File: config.mk
export PLATFORM = sky130hd
export DESIGN_NAME = uart_sample_assembler
export DESIGN_NICKNAME = d
export VERILOG_FILES = /design/src/rtl/uart_fir_pkg.sv /design/src/rtl/sample_fifo.sv /design/src/rtl/uart_sample_assembler.sv
export SDC_FILE = /design/constraint.sdc
export NUM_CORES = 1
export LEC_CHECK = 0
export CAP_MARGIN = 20
export CORE_MARGIN = 2
export CORE_UTILIZATION = 42
export DETAILED_ROUTE_END_ITERATION = 6
export GPL_TIMING_DRIVEN = 0
export REMOVE_ABC_BUFFERS = 1
export SKIP_LAST_GASP = 1
export SYNTH_ARGS = -nofsm -noshare
export SYNTH_HDL_FRONTEND = slang
export SYNTH_SLANG_ARGS = --single-unit
File: constraint.sdc
create_clock -name clk -period 2.7 [get_ports clk]
set_clock_uncertainty 0.05 [all_clocks]
set_input_delay 0.54 -clock clk [delete_from_list [all_inputs] [get_ports clk]]
set_output_delay 0.54 -clock clk [all_outputs]
set_load 0.02 [all_outputs]
File: src/rtl/uart_fir_pkg.sv
// Shared constants and helpers for the UART -> FIR sample path.
// Latency: none (package only).
// Backpressure: n/a.
package uart_fir_pkg;

    // Same clock/baud pair the UART receiver and transmitter are built for.
    localparam int ClkFrequency = 50_000_000;
    localparam int Baud         = 115200;

    // Two 10-bit byte-times (start + 8 data + stop) expressed in clk cycles.
    localparam int TIMEOUT_CYCLES_DEF = (20 * ClkFrequency) / Baud;

    // Wide enough to index up to four bytes of a sample.
    localparam int BYTE_IDX_W = 2;

    // Sample width in bits for a given number of bytes per sample.
    function automatic int sample_w(input int sample_bytes);
        return 8 * sample_bytes;
    endfunction

endpackage

File: src/rtl/sample_fifo.sv
// First-word-fall-through FIFO holding assembled samples.
// Latency: push in cycle N visible at o_dat/o_vld in cycle N+1; pop advances head in N+1.
// Backpressure: push while full is dropped unless a pop happens in the same cycle.
module sample_fifo #(
    parameter int W     = 16,
    parameter int DEPTH = 4
) (
    input  logic                       clk,
    input  logic                       rst,
    input  logic                       i_push,
    input  logic [W-1:0]               i_push_dat,
    input  logic                       i_pop,
    output logic [W-1:0]               o_dat,
    output logic                       o_vld,
    output logic                       o_full,
    output logic [$clog2(DEPTH):0]     o_count
);

    localparam int AW = $clog2(DEPTH);
    localparam int CW = AW + 1;

    logic [W-1:0]  r_mem [DEPTH];
    logic [AW-1:0] r_wr_ptr;
    logic [AW-1:0] r_rd_ptr;
    logic [CW-1:0] r_count;

    logic w_empty;
    logic w_do_pop;
    logic w_do_push;

    assign w_empty   = (r_count == '0);
    assign o_full    = (r_count == CW'(DEPTH));
    assign w_do_pop  = i_pop && !w_empty;
    // A pop in the same cycle frees the slot a full FIFO would otherwise lack.
    assign w_do_push = i_push && (!o_full || w_do_pop);

    assign o_vld   = !w_empty;
    assign o_dat   = w_empty ? '0 : r_mem[r_rd_ptr];
    assign o_count = r_count;

    // Storage array; contents are don't-care until written, output is masked when empty.
    always_ff @(posedge clk) begin
        if (w_do_push) begin
            r_mem[r_wr_ptr] <= i_push_dat;
        end
    end

    // Pointers wrap naturally because DEPTH is a power of two.
    always_ff @(posedge clk or posedge rst) begin
        if (rst) begin
            r_wr_ptr <= '0;
            r_rd_ptr <= '0;
            r_count  <= '0;
        end else begin
            if (w_do_push) begin
                r_wr_ptr <= r_wr_ptr + 1'b1;
            end
            if (w_do_pop) begin
                r_rd_ptr <= r_rd_ptr + 1'b1;
            end
            case ({w_do_push, w_do_pop})
                2'b10:   r_count <= r_count + 1'b1;
                2'b01:   r_count <= r_count - 1'b1;
                default: r_count <= r_count;
            endcase
        end
    end

endmodule

File: src/rtl/uart_sample_assembler.sv
// Packs UART bytes little-endian into samples and queues them for the FIR filter.
// Latency: final-byte strobe in cycle N -> sample_valid/sample_data in cycle N+1.
// Backpressure: valid/ready to filter; completed samples dropped (sticky overflow) when FIFO full.
// Optional ASM_TIMEOUT_EN: discard a partial sample after TIMEOUT_CYCLES idle (sticky frame_err).
module uart_sample_assembler
    import uart_fir_pkg::*;
#(
    parameter int SAMPLE_BYTES   = 2,
    parameter int FIFO_DEPTH     = 4,
    parameter int TIMEOUT_CYCLES = TIMEOUT_CYCLES_DEF
) (
    input  logic                                clk,
    input  logic                                rst,
    input  logic [7:0]                          RxD_data,
    input  logic                                RxD_data_ready,
    output logic [sample_w(SAMPLE_BYTES)-1:0]   sample_data,
    output logic                                sample_valid,
    input  logic                                sample_ready,
    output logic [$clog2(FIFO_DEPTH):0]         fifo_count,
    output logic                                overflow,
    output logic                                frame_err
);

    localparam int SAMPLE_W = sample_w(SAMPLE_BYTES);

    logic [BYTE_IDX_W-1:0] r_byte_idx;
    logic [SAMPLE_W-1:0]   r_asm;
    logic                  r_overflow;

    logic                  w_last;
    logic                  w_push;
    logic                  w_pop;
    logic                  w_full;
    logic [SAMPLE_W-1:0]   w_push_dat;

    assign w_last = (r_byte_idx == BYTE_IDX_W'(SAMPLE_BYTES - 1));
    assign w_push = RxD_data_ready && w_last;
    assign w_pop  = sample_valid && sample_ready;

    // Completed sample: the incoming byte becomes the most significant byte.
    always_comb begin
        w_push_dat                 = r_asm;
        w_push_dat[SAMPLE_W-1 -: 8] = RxD_data;
    end

`ifdef ASM_TIMEOUT_EN
    localparam int TO_W = $clog2(TIMEOUT_CYCLES) + 1;

    logic [TO_W-1:0] r_to_cnt;
    logic            r_frame_err;

    assign frame_err = r_frame_err;
`else
    assign frame_err = 1'b0;
`endif

    // Byte assembler; a strobe always takes priority over the idle timeout.
    always_ff @(posedge clk or posedge rst) begin
        if (rst) begin
            r_byte_idx  <= '0;
            r_asm       <= '0;
`ifdef ASM_TIMEOUT_EN
            r_to_cnt    <= '0;
            r_frame_err <= 1'b0;
`endif
        end else if (RxD_data_ready) begin
            for (int b = 0; b < SAMPLE_BYTES; b++) begin
                if (r_byte_idx == BYTE_IDX_W'(b)) begin
                    r_asm[8*b +: 8] <= RxD_data;
                end
            end
            r_byte_idx <= w_last ? '0 : r_byte_idx + 1'b1;
`ifdef ASM_TIMEOUT_EN
            r_to_cnt   <= '0;
`endif
        end
`ifdef ASM_TIMEOUT_EN
        else if (r_byte_idx != '0) begin
            if (r_to_cnt == TO_W'(TIMEOUT_CYCLES - 1)) begin
                r_byte_idx  <= '0;
                r_asm       <= '0;
                r_frame_err <= 1'b1;
                r_to_cnt    <= '0;
            end else begin
                r_to_cnt    <= r_to_cnt + 1'b1;
            end
        end
`endif
    end

    // Sticky record of any completed sample lost to a full FIFO.
    always_ff @(posedge clk or posedge rst) begin
        if (rst) begin
            r_overflow <= 1'b0;
        end else if (w_push && w_full && !w_pop) begin
            r_overflow <= 1'b1;
        end
    end

    assign overflow = r_overflow;

    sample_fifo #(
        .W     (SAMPLE_W),
        .DEPTH (FIFO_DEPTH)
    ) u_fifo (
        .clk        (clk),
        .rst        (rst),
        .i_push     (w_push),
        .i_push_dat (w_push_dat),
        .i_pop      (w_pop),
        .o_dat      (sample_data),
        .o_vld      (sample_valid),
        .o_full     (w_full),
        .o_count    (fifo_count)
    );

endmodule

### Yosys cells after proc, flatten, opt, wreduce, memory -nomap -nowiden

Memory sizes are Yosys's and may differ from the RTL's.
Cells that the tools add are included.

| word-level totals | value |
|---|---|
| bits in writable memories | 64 |
| input port bits | 12 |
| logic and storage cells | 35 |
| register bits after elaboration | 18 |
| memories kept | 1 |

Memory list:

| name | depth | bits a word | rd ports | clocked after Yosys merged registers in | wr ports | line | RTL |
|---|---|---|---|---|---|---|---|
| u_fifo.r_mem | 4 | 16 | 1 | 0 | 1 | sample_fifo.sv:22 | `logic [W-1:0] r_mem [DEPTH];` |

| operators by class | value |
|---|---|
| add/subtract/negate cells | 5 |
| reduce and logical (&&, ||, !) cells | 14 |
| equal/unequal tests | 4 |
| mux-type cells | 5 |

Operators by type and width:

| operator | count |
|---|---|
| $mux 16 | 1 |
| $add 2x1->2 const B | 3 |
| $logic_and 1x1->1 | 6 |
| $pmux 3 s2 | 1 |
| $eq 2x1->1 const B | 2 |
| $add 3x1->3 const B | 1 |
| $eq 3x3->1 const B | 1 |
| $logic_not 1->1 | 3 |
| $logic_not 3->1 | 1 |
| $sub 3x1->3 const B | 1 |
| $eq 2x2->1 const B | 1 |
| $logic_not 2->1 | 1 |
| $mux 1 | 2 |
| $mux 2 | 1 |
| $reduce_and 2->1 | 1 |
| $reduce_bool 2->1 | 1 |
| $logic_or 1x1->1 | 1 |

### Depth between registers and ports, before layout

| depth | value |
|---|---|
| word-level depth | 8 |
| mapped depth | 10 |

### Hierarchy

From an unflattened synthesis, not the netlist that was laid out.

| second synthesis, totals | value |
|---|---|
| cell total of the unflattened synthesis | 185 |
| area total of the unflattened synthesis | 3378.2 µm² |

By module, submodules not included:

| module | cells each | area an instance (µm²) | instances | sequential area each (µm²) |
|---|---|---|---|---|
| sample_fifo | 156 | 2936.6 | 1 | 2097.0 |
| uart_sample_assembler | 29 | 441.7 | 1 | 275.3 |

### Least setup slack after synthesis

No wires, ideal clock.

| path | value |
|---|---|
| kind | flip-flop to flip-flop |
| start | reg u_fifo.r_count[0] (netlist: u_fifo.o_count[0]) |
| end | reg u_fifo.r_count[2] (netlist: u_fifo.o_count[2]) |
| arrival time | 2139 ps |
| cell stages (with the launch flop) | 11 |
| setup slack | 432 ps |
| data required time | 2570 ps |
| library setup time | 80 ps |
| path buffers | 1 |
| cell sequence | dfrtp_1 > nor4b_2 > and4b_1 > buf_6 > inv_1 > ha_1 > inv_1 > fa_1 > xor2_1 > nor2_1 > xor2_1 |

| between the ends | value |
|---|---|
| word-level cells in the longest chain between the ends | 8 |

RTL lines:

| what | line | RTL |
|---|---|---|
| start, declared | sample_fifo.sv:25 | `logic [CW-1:0] r_count;` |
| start signal, assigned | sample_fifo.sv:62 | `2'b10: r_count <= r_count + 1'b1;` |
| start signal, assigned | sample_fifo.sv:63 | `2'b01: r_count <= r_count - 1'b1;` |
| start signal, assigned | sample_fifo.sv:64 | `default: r_count <= r_count;` |
| $logic_not 3->1 | sample_fifo.sv:31 | `assign w_empty = (r_count == '0);` |
| $logic_not 1->1 | sample_fifo.sv:33, sample_fifo.sv:37 |  |
| $logic_and 1x1->1 | uart_sample_assembler.sv:38 | `assign w_pop = sample_valid && sample_ready;` |
| $logic_and 1x1->1 | sample_fifo.sv:33 | `assign w_do_pop = i_pop && !w_empty;` |
| $logic_or 1x1->1 | sample_fifo.sv:35 | `assign w_do_push = i_push && (!o_full \|\| w_do_pop);` |
| $logic_and 1x1->1 | sample_fifo.sv:35 |  |
| $eq 2x1->1 / $eq 2x2->1 (equally long branches) | sample_fifo.sv:61 | `case ({w_do_push, w_do_pop})` |
| $pmux 3 s2 / $reduce_bool 2->1 (equally long branches) | -- |  |

Parallel ways exist; a longest one is shown, timed or not.
A chain may end at the register's enable or synchronous reset.

### Worst setup path in the final report

| path | value |
|---|---|
| start | reg u_fifo.r_rd_ptr[0] |
| end | out sample_data[8] |

| between the ends | value |
|---|---|
| word-level cells in the longest chain between the ends | 2 |

RTL lines:

| what | line | RTL |
|---|---|---|
| start, declared | sample_fifo.sv:24 | `logic [AW-1:0] r_rd_ptr;` |
| start signal, assigned | sample_fifo.sv:59 | `r_rd_ptr <= r_rd_ptr + 1'b1;` |
| $mem_v2 4x16 | -- |  |
| $mux 16 | sample_fifo.sv:38 | `assign o_dat = w_empty ? '0 : r_mem[r_rd_ptr];` |
| end, declared | uart_sample_assembler.sv:16 | `output logic [sample_w(SAMPLE_BYTES)-1:0] sample_data,` |

No other way between the ends.

==> results.toml <==
[hold_path]
hold-path-endpoint = "overflow$_DFFE_PP0P_"
hold_depth = 1
hp-start = "overflow$_DFFE_PP0P_"
hp-class = "reg2reg"

[global_route]
grt_pass1_vias = 1714
antenna_found_initial = 0
grt_max_degree = 20
grt_overflow_total = 0
grt_pass1_wl_mm = 9.03
track_usage_pct = 14.6

[critical_path]
worstReg2RegEnd = "u_fifo.o_count[2]$_DFFE_PP0P_"
reg2reg_slack_ns = 0.34
reg2reg_depth = 9
cp_slowest_cell = "mux4_1"
cp.required_ns = 2.11
end_kind = "primary output"
critPathMaxFanout = 11
crit_path_max_incr_delay_ns = 0.57
crit_type = "reg2out"
cp.arrival_ns = 2.00
r2r_start = "u_fifo.o_count[0]$_DFFE_PP0P_"
start_kind = "register"
crit_chain = "buf_12 -> mux4_1 -> and2_1 -> dlygate4sd2_1"

[drt]
wl_per_cell_um = 17.7
drc = 0
firstDrtPassIters = 4
routed_via_density = 4.93
ant_nets = 0
finalWirelength_mm = 5.53
dr.first_iter.drc_count = 95
vias = 1544

[pwr]
cellLeakagePower_nw = 1.42
powerDensity_nw_per_um2 = 1130
power.total_mw = 4.41
netSwitchingFraction_pct = 32.5
seqPwrFrac_pct = 44.6
p_clk_share_pct = 19.5
internal_power_mw = 2.98
p_switching_mw = 1.44
combPwrFrac_pct = 35.9
peakVddDrop_mv = 0.677

[synthesis]
synth_top_flop_cell = "edfxtp_1"
ys_top_cells_by_area = "edfxtp_1 58%, dfrtp_1 14%, mux4_2 7.5%"
synth_top_cell_area_share_pct = 58.0
avgSynthCellArea_um2 = 19.8
synth_largest_area_cell = "edfxtp_1"
synth.distinct_cells = 27
netlist_instances = 167
yosysWarnings = 0
yosys.area_share.adder_pct = 2.49
synth_compound_area_share_pct = 0.454
synth_xor_area_share_pct = 1.85
muxShareOfSynthArea_pct = 14.9
synth_edf_count = 64
yosysMostFrequentCell = "edfxtp_1"
ys_ff_latch = 82
netlist_area_um2 = 3310
synth_top_family_by_area = "multiplexers"
synth-simple-area-share_pct = 5.56
ys_seq_area_share_pct = 71.7
synthArstFlopShare_pct = 22.0
yosys-top-cells-count = "64 x edfxtp_1, 21 x and2_1, 18 x dfrtp_1"

[floorplan]
die_area_um2 = 8610
ios = 34
chipHeight_um = 92.8
dieWidth_um = 92.8
start_util_pct = 43.1
fp.coreArea_um2 = 7690
rows = 32

[clocking]
cts.root.buffer_cell = "clkbuf_8"
clk_pin_slew_ns = 0.08
cts_max_level = 3
cts_tree = "yes"
clk_latency_ns = 0.35
cts_sinks = 82
clock_path_buffers = 2
cts_buffers = 9
postCtsHoldBufs = 0

[sta]
slew_viol_final = 0
rsz0062_at_grt = "no"
fin_crit_ns = 2.59
setup-violations-final = 0
fin_setup_tns_ns = 0
worst_slew_pin_slew_ns = 0.870
finalCritPeriodShare_pct = 95.8
slew_headroom_pct = 42.0
fmax_ghz = 0.387
fin_ws_ns = 0.113
hold_violations = 0

[place]
port_buffers = 32
dp_slack_ns = -0.380
gp_congestion = 0.675
placed_cell_area_um2 = 3690
dp_hpwl_mm = 3.43

[run]
cap_violations = 0

[outcome]
status = "finished clean"

[final_layout]
area.growth.synth_to_final_pct = 18.4
stdcell_area_um2 = 3920
fillers = 652
diodes = 0
drive_above_1_share_pct = 21.3
fin_nets = 224
==> cell type report <==
type / count / area (µm²) / area share (%)
Clock inverter: 7 / 70.1 / 1.79
Clock buffer: 9 / 124 / 3.16
Tap cell: 102 / 128 / 3.26
Sequential cell: 82 / 2380 / 60.7
Inverter: 8 / 30.0 / 0.766
Multi-Input combinational cell: 69 / 847 / 21.6
Timing Repair Buffer: 36 / 343 / 8.75
==> logic make-up after synthesis <==
kind of cell | Yosys count
xor+xnor | 7
mux | 26
other cells | 1
fa+ha+maj | 6
flops | 82
simple gates | 27
buf+inv | 16
compound gates | 2
==> layout by cell type, fill, tap and decap left out, drive strengths merged, types with 3 or more instances in the layout <==
master	instances
edfxtp	64
and2	21
dfrtp	18
clkdlybuf4s50	16
dlygate4sd2	16
mux4	16
clkbuf	9
mux2	9
inv	8
clkinv	6
ha	5
xor2	4
buf	4
xnor2	3
==> power by group through the flow <==
| stage | logic (mW) | registers (mW) | clock network, mW |
|---|---|---|---|
| after global routing | 1.72 | 2.02 | 0.944 |
| after floorplan | 0.975 | 2.00 | 0 |
| after detailed placement | 1.61 | 2.07 | 0 |
| final | 1.59 | 1.97 | 0.859 |
| after global placement | 1.56 | 2.02 | 0 |
| after CTS | 1.63 | 1.98 | 0.879 |
==> worst max path at each step <==
stage / start / endpoint / slack [ns]
floorplan: u_fifo.o_count[0]$_DFFE_PP0P_ / u_fifo.o_count[2]$_DFFE_PP0P_ / 0.41
global placement: u_fifo.r_rd_ptr[0]$_DFFE_PP0P_ / sample_data[8] / -0.35
detailed placement: u_fifo.r_rd_ptr[0]$_DFFE_PP0P_ / sample_data[8] / -0.38
CTS: u_fifo.r_rd_ptr[0]$_DFFE_PP0P_ / sample_data[8] / 0.1
global route: sample_ready / u_fifo.o_count[2]$_DFFE_PP0P_ / 0.01
finish: u_fifo.r_rd_ptr[0]$_DFFE_PP0P_ / sample_data[8] / 0.11
==> metrics by stage <==
stage	hold slack (ns)	util, %	cells
6_report	0.446	51.0	313
5_1_grt	0.479	51.0	313
4_1_cts	0.462	51.0	313
3_5_place_dp	0.439	48.0	293
3_3_place_gp	0.402	48.0	293
2_1_floorplan	0.422	-	159
==> layer usage <==
| metal | vias to the layer above | global-route usage (%) | routed length [µm] |
|---|---|---|---|
| met1 | 795 | 16.9 | 2220 |
| met5 | - | 0 | 0 |
| met2 | 29 | 26.0 | 3030 |
| met3 | 8 | 3.01 | 169 |
| li1 | 712 | - | - |
| met4 | 0 | 6.99 | 102 |
==> worst max-delay path, delay by kind of cell (launching register included) <==
kind / cells / cell delay [ns]
buffers and inverters: 2 / 0.47
and+or+nand+nor: 1 / 0.17
muxes: 1 / 0.57
DFF: 1 / 0.44
==> state kept, by name (all words and copies together) (netlist names) <==
| signal | flops |
|---|---|
| r_asm | 8 |
| overflow | 1 |
| u_fifo.r_rd_ptr | 2 |
| r_byte_idx | 2 |
| u_fifo.r_mem | 64 |
| u_fifo.o_count | 3 |
| u_fifo.r_wr_ptr | 2 |
==> what timing repair did <==
action | in CTS | in global routing
gates resized for setup | 20 | 1
buffers inserted | 4 | 0
endpoints found under the setup margin | 17 | 1
(Power assumes the default switching activity.)
==> edit (same flow settings) <==
Add a define of `ASM_TIMEOUT_EN`.
--- a/src/rtl/uart_sample_assembler.sv
+++ b/src/rtl/uart_sample_assembler.sv
@@ -4,2 +4,4 @@
 // Optional ASM_TIMEOUT_EN: discard a partial sample after TIMEOUT_CYCLES idle (sticky frame_err).
+`define ASM_TIMEOUT_EN
+
 module uart_sample_assembler
Function: same outputs for any inputs over 10 cycles, from zero or initial values and one cycle with rst high; that may be too few to reach the edited logic, so the function may still have changed.
==> edit against the original RTL <==
- cell area rose by 25%
- critical path depth is the same
- area after synthesis is 27% higher
- sequential cell count is 16 higher
- critical path type unchanged
- count of clock-buffer cells in the layout up 1
- total power rose by 2.4%
- cell count rose by 44%
- highest routed layer unchanged
- largest cell class unchanged
- worst setup slack better by 0.044 ns
- wire length is 34% higher
==> edit: results <==
export IMPL_status="finished, final reports clean"
export IMPL_arrival_ns=1.95
export IMPL_yosys_most_used_dff="edfxtp_1"
export IMPL_period_needed_ns=2.543
export IMPL_p_leak_uw=0.001748
export IMPL_synthXorXnorAreaFrac_pct=3.126
export IMPL_drt_first_pass_iters=4
export IMPL_synth_commonest_cells="edfxtp_1, dfrtp_1, and2_1"
export IMPL_met2_usage_pct=23.92
export IMPL_grt_max_degree=35
export IMPL_fillers=866
export IMPL_wl_met2_um=3694
export IMPL_highest_layer="met4"
export IMPL_synth_edff_count=64
export IMPL_nets=333
export IMPL_cts_hold_buf=0
export IMPL_preCtsSetupSlack_ns=-0.7202
export IMPL_drtIter0Drc=78
export IMPL_n_antenna_cell=0
export IMPL_cts_htree_levels=3
export IMPL_ys_warn_count=0
export IMPL_synth_compound_area_share_pct=4.317
export IMPL_synthAdderAreaFrac_pct=2.263
export IMPL_regToRegStartpoint="u_fifo.o_count[0]"
export IMPL_min_path_type="reg2reg"
export IMPL_synthMuxAreaShare_pct=8.812
export IMPL_synth_area_top_cells="edfxtp_1, dfrtp_1, mux4_2"
export IMPL_ir_drop_mv=0.5053
export IMPL_wire_per_inst_um=16.43
export IMPL_hpwl_um=4709
export IMPL_cts_root_buf="clkbuf_8"
export IMPL_port_buffers=33
export IMPL_wl_met3_um=291
export IMPL_r2r_end="u_fifo.o_count[2]"
export IMPL_synth_seq_area_share_pct=65.97
export IMPL_synthDistinctLibCells=42
export IMPL_clk_pin_slew_ns=0.09
export IMPL_use_met1_pct=18.18
export IMPL_numCtsBuffers=9
export IMPL_clkLatencyLatePin_ns=0.36
export IMPL_crit_end="sample_data[2]"
export IMPL_globalplace_congestion=0.7469
export IMPL_ctsLongestPathBuffers=2
export IMPL_grt_usage_pct=14.27
export IMPL_grt_pass1_vias=2255
export IMPL_worstMarginPinSlew_ns=0.7325
export IMPL_async_reset_ff_share_pct=34.69
export IMPL_drive_above_1_share_pct=17.87
export IMPL_vias_per_cell=5.086
export IMPL_cp_max_fo=8
export IMPL_drt_met1_wl_um=3374
export IMPL_met3_usage_pct=4.511
export IMPL_rrSetupSlack_ns=0.42
export IMPL_grt_pass1_wl_um=11800
export IMPL_r2r_cells=9
export IMPL_top_regs="u_fifo.r_mem (64), r_to_cnt (15), r_asm (8)"
-- edit: how the worst min path moves through the flow --
| stage | slack [ns] | cells after the start | from | end |
|---|---|---|---|---|
| final | 0.42 | 1 | overflow | overflow |
| after global routing | 0.45 | 1 | overflow | overflow |
| after CTS | 0.43 | 1 | overflow | overflow |
| after detailed placement | 0.41 | 1 | overflow | overflow |
| after global placement | 0.42 | 1 | overflow | overflow |
| after floorplan | 0.43 | 0 | r_asm[4] | u_fifo.r_mem[0][4] |
-- edit: report_power, final --
group          internal [uW]  switching (uW)  total (uW)
Clock                    440             515         955
Combinational            758             759        1520
Sequential              1850             194        2040
-- edit: area by class of cell --
type	count	share of cell area, %
Sequential cell	98	56.78
Inverter	11	0.8440
Clock inverter	6	1.509
Tap cell	133	3.402
Multi-Input combinational cell	157	27.44
Timing Repair Buffer	37	7.417
Clock buffer	10	2.609
-- edit: per-stage QoR --
step | util, % | std cells | TNS, ns | cell area [um2] | hold slack, ns
after floorplan | - | 266 | 0 | 4143 | 0.4267
after global placement | 47.69 | 432 | -52.18 | 4639 | 0.4195
after detailed placement | 47.96 | 434 | -48.10 | 4666 | 0.4101
after CTS | 50.26 | 452 | -0.08196 | 4890 | 0.4322
after global routing | 50.28 | 452 | 0 | 4892 | 0.4509
final | 50.28 | 452 | 0 | 4892 | 0.4238
-- edit: critical path: stages, from the launching register on --
cell and delay (ns):
dfrtp_4 0.46, buf_12 0.15, mux4_2 0.50, and2_1 0.17
dlygate4sd2_1 0.31
-- edit: repair_timing --
item | in CTS | in global routing
setup buffers | 2 | 0
resized for setup | 24 | 4
endpoints found under the hold margin | 0 | 0
endpoints found under the setup margin | 83 | 12
